`src/rtl/scan_tick_gen.sv`:
```
// Scan timebase for LED-matrix drivers: 1-cycle tick every PERIOD+1 clocks,
// toggling clk_out, wrapping row-phase counter, periodic or one-shot operation.
module scan_tick_gen #(
    parameter int CNT_W          = 16,
    parameter int DEFAULT_PERIOD = 6250,
    parameter int NUM_PHASE      = 8,
    localparam int PH_W          = $clog2(NUM_PHASE)
) (
    input  logic             clk,
    input  logic             rst,
    input  logic             en,
    input  logic             mode,
    input  logic             start,
    input  logic             period_load,
    input  logic [CNT_W-1:0] period_in,
    output logic             tick,
    output logic             clk_out,
    output logic [PH_W-1:0]  phase,
    output logic             phase_wrap,
    output logic             busy
);

    typedef enum logic {IDLE = 1'b0, RUN = 1'b1} state_t;

    localparam logic [CNT_W-1:0] DEF_P   = CNT_W'(DEFAULT_PERIOD);
    localparam logic [PH_W-1:0]  PH_LAST = PH_W'(NUM_PHASE - 1);

    state_t            state_q, state_d;
    logic [CNT_W-1:0]  cnt_q, cnt_d;
    logic [CNT_W-1:0]  period_q, period_d;
    logic              tick_q, tick_d;
    logic              clk_out_q, clk_out_d;
    logic [PH_W-1:0]   phase_q, phase_d;
    logic              phase_wrap_q, phase_wrap_d;
    logic              busy_q, busy_d;

    always_comb begin
        state_d      = state_q;
        cnt_d        = cnt_q;
        period_d     = period_q;
        clk_out_d    = clk_out_q;
        phase_d      = phase_q;
        tick_d       = 1'b0;
        phase_wrap_d = 1'b0;

        if (en) begin
            // A period load restarts the count and pre-empts any terminal event.
            if (period_load) begin
                period_d = period_in;
                cnt_d    = '0;
            end else begin
                case (state_q)
                    IDLE: begin
                        cnt_d = '0;
                        if (!mode || start) state_d = RUN;
                    end
                    RUN: begin
                        if (cnt_q == period_q) begin
                            cnt_d     = '0;
                            tick_d    = 1'b1;
                            clk_out_d = ~clk_out_q;
                            if (phase_q == PH_LAST) begin
                                phase_d      = '0;
                                phase_wrap_d = 1'b1;
                            end else begin
                                phase_d = phase_q + 1'b1;
                            end
                            if (mode) state_d = IDLE;
                        end else begin
                            cnt_d = cnt_q + 1'b1;
                        end
                    end
                    default: state_d = IDLE;
                endcase
            end
        end

        busy_d = (state_d == RUN);
    end

    always_ff @(posedge clk) begin
        if (rst) begin
            state_q      <= IDLE;
            cnt_q        <= '0;
            period_q     <= DEF_P;
            tick_q       <= 1'b0;
            clk_out_q    <= 1'b0;
            phase_q      <= '0;
            phase_wrap_q <= 1'b0;
            busy_q       <= 1'b0;
        end else begin
            state_q      <= state_d;
            cnt_q        <= cnt_d;
            period_q     <= period_d;
            tick_q       <= tick_d;
            clk_out_q    <= clk_out_d;
            phase_q      <= phase_d;
            phase_wrap_q <= phase_wrap_d;
            busy_q       <= busy_d;
        end
    end

    assign tick       = tick_q;
    assign clk_out    = clk_out_q;
    assign phase      = phase_q;
    assign phase_wrap = phase_wrap_q;
    assign busy       = busy_q;

endmodule

```
`config.mk`:
```
export PLATFORM = sky130hd
export DESIGN_NAME = scan_tick_gen
export DESIGN_NICKNAME = d
export VERILOG_FILES = /design/src/rtl/scan_tick_gen.sv
export SDC_FILE = /design/constraint.sdc
export NUM_CORES = 1
export LEC_CHECK = 0
export CORE_MARGIN = 2
export CORE_UTILIZATION = 30
export CTS_CLUSTER_DIAMETER = 40
export DETAILED_ROUTE_END_ITERATION = 8
export DONT_BUFFER_PORTS = 1
export SLEW_MARGIN = 25
export SYNTH_ARGS = -nofsm -noshare
export SYNTH_HDL_FRONTEND = slang
export SYNTH_SLANG_ARGS = --single-unit
```
`constraint.sdc`:
```
create_clock -name clk -period 1.6 [get_ports clk]
set_input_delay 0.08 -clock clk [delete_from_list [all_inputs] [get_ports clk]]
set_output_delay 0.08 -clock clk [all_outputs]
set_load 0.02 [all_outputs]
```
==> out/qor.csv <==
stage;metric;value;unit
run_status;status;finished, violations left;
run_status;violated checks;setup timing;
logic_synthesis;Synth Area in Adders;2.03;%
global_routing;global-route wire length before repair;7250;µm
timing;endpoints failing hold;0;
clock_network;H-tree Lvls;2;
timing;final-report setup violation count;22;
timing;worst slew pin tran;0.883;ns
power;Static Leak;0.000993;µW
cells_and_area;Layout area overhead;34.9;%
cells_and_area;Layout fillers;563;
cells_and_area;most frequent cells in the layout;nand2_1 (50), dfxtp_1 (36), buf_4 (25);
cells_and_area;post-route design area;2490;µm²
setup_path;r2r setup slk;-0.20;ns
timing;Max Slew Vio Count;0;
global_routing;largest net degree at the start of global routing;25;
clock_network;CTS tree;built;
floorplanning;Die Ht;82.5;µm
clock_network;TritonCTS Buffers;5;
floorplanning;standard-cell row count;28;
timing;fmax;0.557;GHz
logic_synthesis;area fraction in compound gates after synthesis;10.7;%
timing;Slew HR;40.9;%
logic_synthesis;register area share after synthesis;42.3;%
cells_and_area;layout cells sized above 1;19.2;%
timing;clk_skew;0.0109;ns
setup_path;crit path max fanout;3;
logic_synthesis;syn_nets;250;
floorplanning;CORE AREA;5920;µm²
worst_hold_path;worst hold-check path type;in -> reg;
power;Max VDD drop;0.000643;V
floorplanning;Starting Density;31.2;%
cells_and_area;register area;785;µm²
clock_network;Worst-Skew Late Latency;0.29;ns
logic_synthesis;distinct cell type count after synthesis;32;
routing;DRT iter0 DRCs;112;
cells_and_area;area of the multi-input gates;1050;µm²
placed_design;port bufs;0;
logic_synthesis;leading area contributor after synthesis;dfxtp_1;
setup_path;CP endpoint kind;register;
clock_network;buffer levels on the longest clock path;2;
worst_hold_path;sink of the worst hold path;clk_out;
setup_path;CP Launch Type;register;
logic_synthesis;Yosys Warn Count;0;
power;Pwr per Cell Area;802;nW/µm²
logic_synthesis;top cell type's share of synthesized area;42.3;%
cells_and_area;Antenna diodes;0;
logic_synthesis;Synth Area per Inst;8.21;µm²
cells_and_area;Final nets;290;
logic_synthesis;Synth Area in Simple Gates;28.3;%
logic_synthesis;Synth Area in XOR/XNOR;10.4;%
routing;DR vias;1664;
routing;routed len/inst;13.1;µm
placed_design;pre-CTS WS;-0.203;ns
setup_path;reg2reg end;clk_out;
timing;fin crit period;1.80;ns
placed_design;DP Area;2110;µm²
floorplanning;I/O pin total;29;
logic_synthesis;gate count of the mapped netlist;225;
logic_synthesis;#FFs+latches synth;39;
routing;DRC viols;0;
timing;worst hold slack;0.0404;ns
cells_and_area;fin util;42.1;%
run;max cap viols;0;
routing;vias per inst;4.88;
setup_path;WP data required;1.77;ns
worst_hold_path;worst hold start;rst;
clock_network;CTS sink cnt;39;
logic_synthesis;Cell Area, Synth;1850;µm²
timing;RSZ-0062 raised after global routing;yes;
placed_design;GP Congestion;0.826;
logic_synthesis;dominant combinational cell family by area after synthesis;simple AND/OR/NAND/NOR gates;
global_routing;initial antenna violation count;0;
setup_path;CP arrival;1.97;ns
floorplanning;Horiz. Die Dim;82.5;µm
setup_path;reg2reg start;cnt_q[5];
routing;Final ANT Viol Nets;0;
floorplanning;DIE AREA;6800;µm²
cells_and_area;most common cell after layout, fill and taps aside;nand2_1;
setup_path;path depth of the worst reg2reg path;6;
clock_network;clock edge transition at the registers on the reported setup and hold paths;0.08;ns
setup_path;critical path class;reg -> reg;
worst_hold_path;Hold Path Depth;2;
global_routing;Tot GR Track Use;14.1;%
clock_network;CTS root buf;clkbuf_8;
logic_synthesis;dominant cells by area after synthesis;dfxtp_1 (42%), nand2_1 (10%), xor2_1 (9.0%), a21oi_1 (3.5%), nand4_1 (3.0%);
logic_synthesis;mux contribution to synthesized area;2.24;%
timing;crit share post-route;112;%
global_routing;number of global-route vias before repair;1536;
global_routing;total grt overflow;0;
routing;DR pass1 iterations;4;
routing;Total Wirelength;4480;µm
placed_design;post-detail-place hpwl;3110;µm
timing;Final TNS setup;-1.49;ns
timing;final setup margin;-0.196;ns
==> cell type report <==
| cell class | count | share of cell area [%] |
|---|---|---|
| multi-input combinational | 167 | 42.0 |
| sequential | 39 | 31.5 |
| timing repair buffer | 48 | 17.4 |
| tap | 75 | 3.77 |
| clock buffer | 6 | 3.31 |
| clock inverter | 2 | 1.41 |
| inverter | 4 | 0.603 |
==> per-layer routing <==
| metal | routed length, µm | vias up | part of all wire, % | GRT usage [%] |
|---|---|---|---|---|
| li1 | - | 851 | - | - |
| met1 | 2080 | 758 | 46 | 19.3 |
| met2 | 2150 | 53 | 48 | 21.8 |
| met3 | 224 | 2 | 5.0 | 3.80 |
| met4 | 22 | 0 | 0.49 | 3.50 |
| met5 | 0 | - | 0 | 0 |
==> through the flow <==
stage | power [µW] | instances
2_1_floorplan | 1110 | 225
3_3_place_gp | 1130 | 313
3_5_place_dp | 1130 | 313
4_1_cts | 2010 | 340
5_1_grt | 2080 | 341
6_report | 2000 | 341
==> cells in the mapped netlist (all sizes together) <==
cell type	number
a21oi	13
xor2	19
nor3	1
or4	1
mux2i	3
nand4	9
buf	3
a31oi	4
a211oi	1
ha	3
o21ai	7
mux2	1
o311ai	4
nand3	7
and4	3
nand3b	6
o21bai	1
a32o	1
and2	4
nand2	51
nand2b	5
and3	1
clkbuf	12
nor2b	3
nor4	4
nor2	8
inv	4
and4b	1
xnor2	3
dfxtp	39
o22ai	2
nor4b	1
==> cell families after synthesis <==
group | count (synthesis)
flops | 39
compound gates | 33
xor+xnor | 22
simple gates | 105
fa+ha+maj | 3
buf+inv | 19
mux | 4
==> how the worst max path moves through the flow <==
stage	slack, ns	to	start	cells after the start
global route	-0.29	clk_out	cnt_q[5]	6
finish	-0.20	clk_out	cnt_q[5]	6
CTS	-0.12	cnt_q[9]	cnt_q[14]	7
detailed placement	-0.20	cnt_q[5]	cnt_q[13]	7
floorplan	-0.10	phase[0]	cnt_q[9]	6
global placement	-0.28	cnt_q[8]	cnt_q[13]	7
==> state kept, by name, indices dropped and copies added, names as in the netlist <==
register    count
cnt_q          16
busy            1
clk_out         1
tick            1
phase_wrap      1
phase           3
period_q       16
==> report_power, final <==
part	switching (µW)	internal (µW)	leakage [µW]	total [µW]
Combinational	68.8	72.3	0.000613	141
Sequential	15.2	994	0.000318	1010
Clock	344	505	0.0000612	848
==> critical path: stages, from the launching register on <==
cell     delay (ns)
dfxtp_2        0.34
xor2_1         0.16
nor4_1         0.29
nand4_1        0.24
buf_4          0.22
nor2_4         0.12
mux2_4         0.31
==> timing repair <==
action	4_1_cts	5_1_grt
buffers inserted	1	1
endpoints found under the setup margin	21	23
gates resized for setup	11	19
hold buffers	18	0
pin swaps	6	5
hold endpoints to repair	23	0
Power figures use the tool's default switching activity.
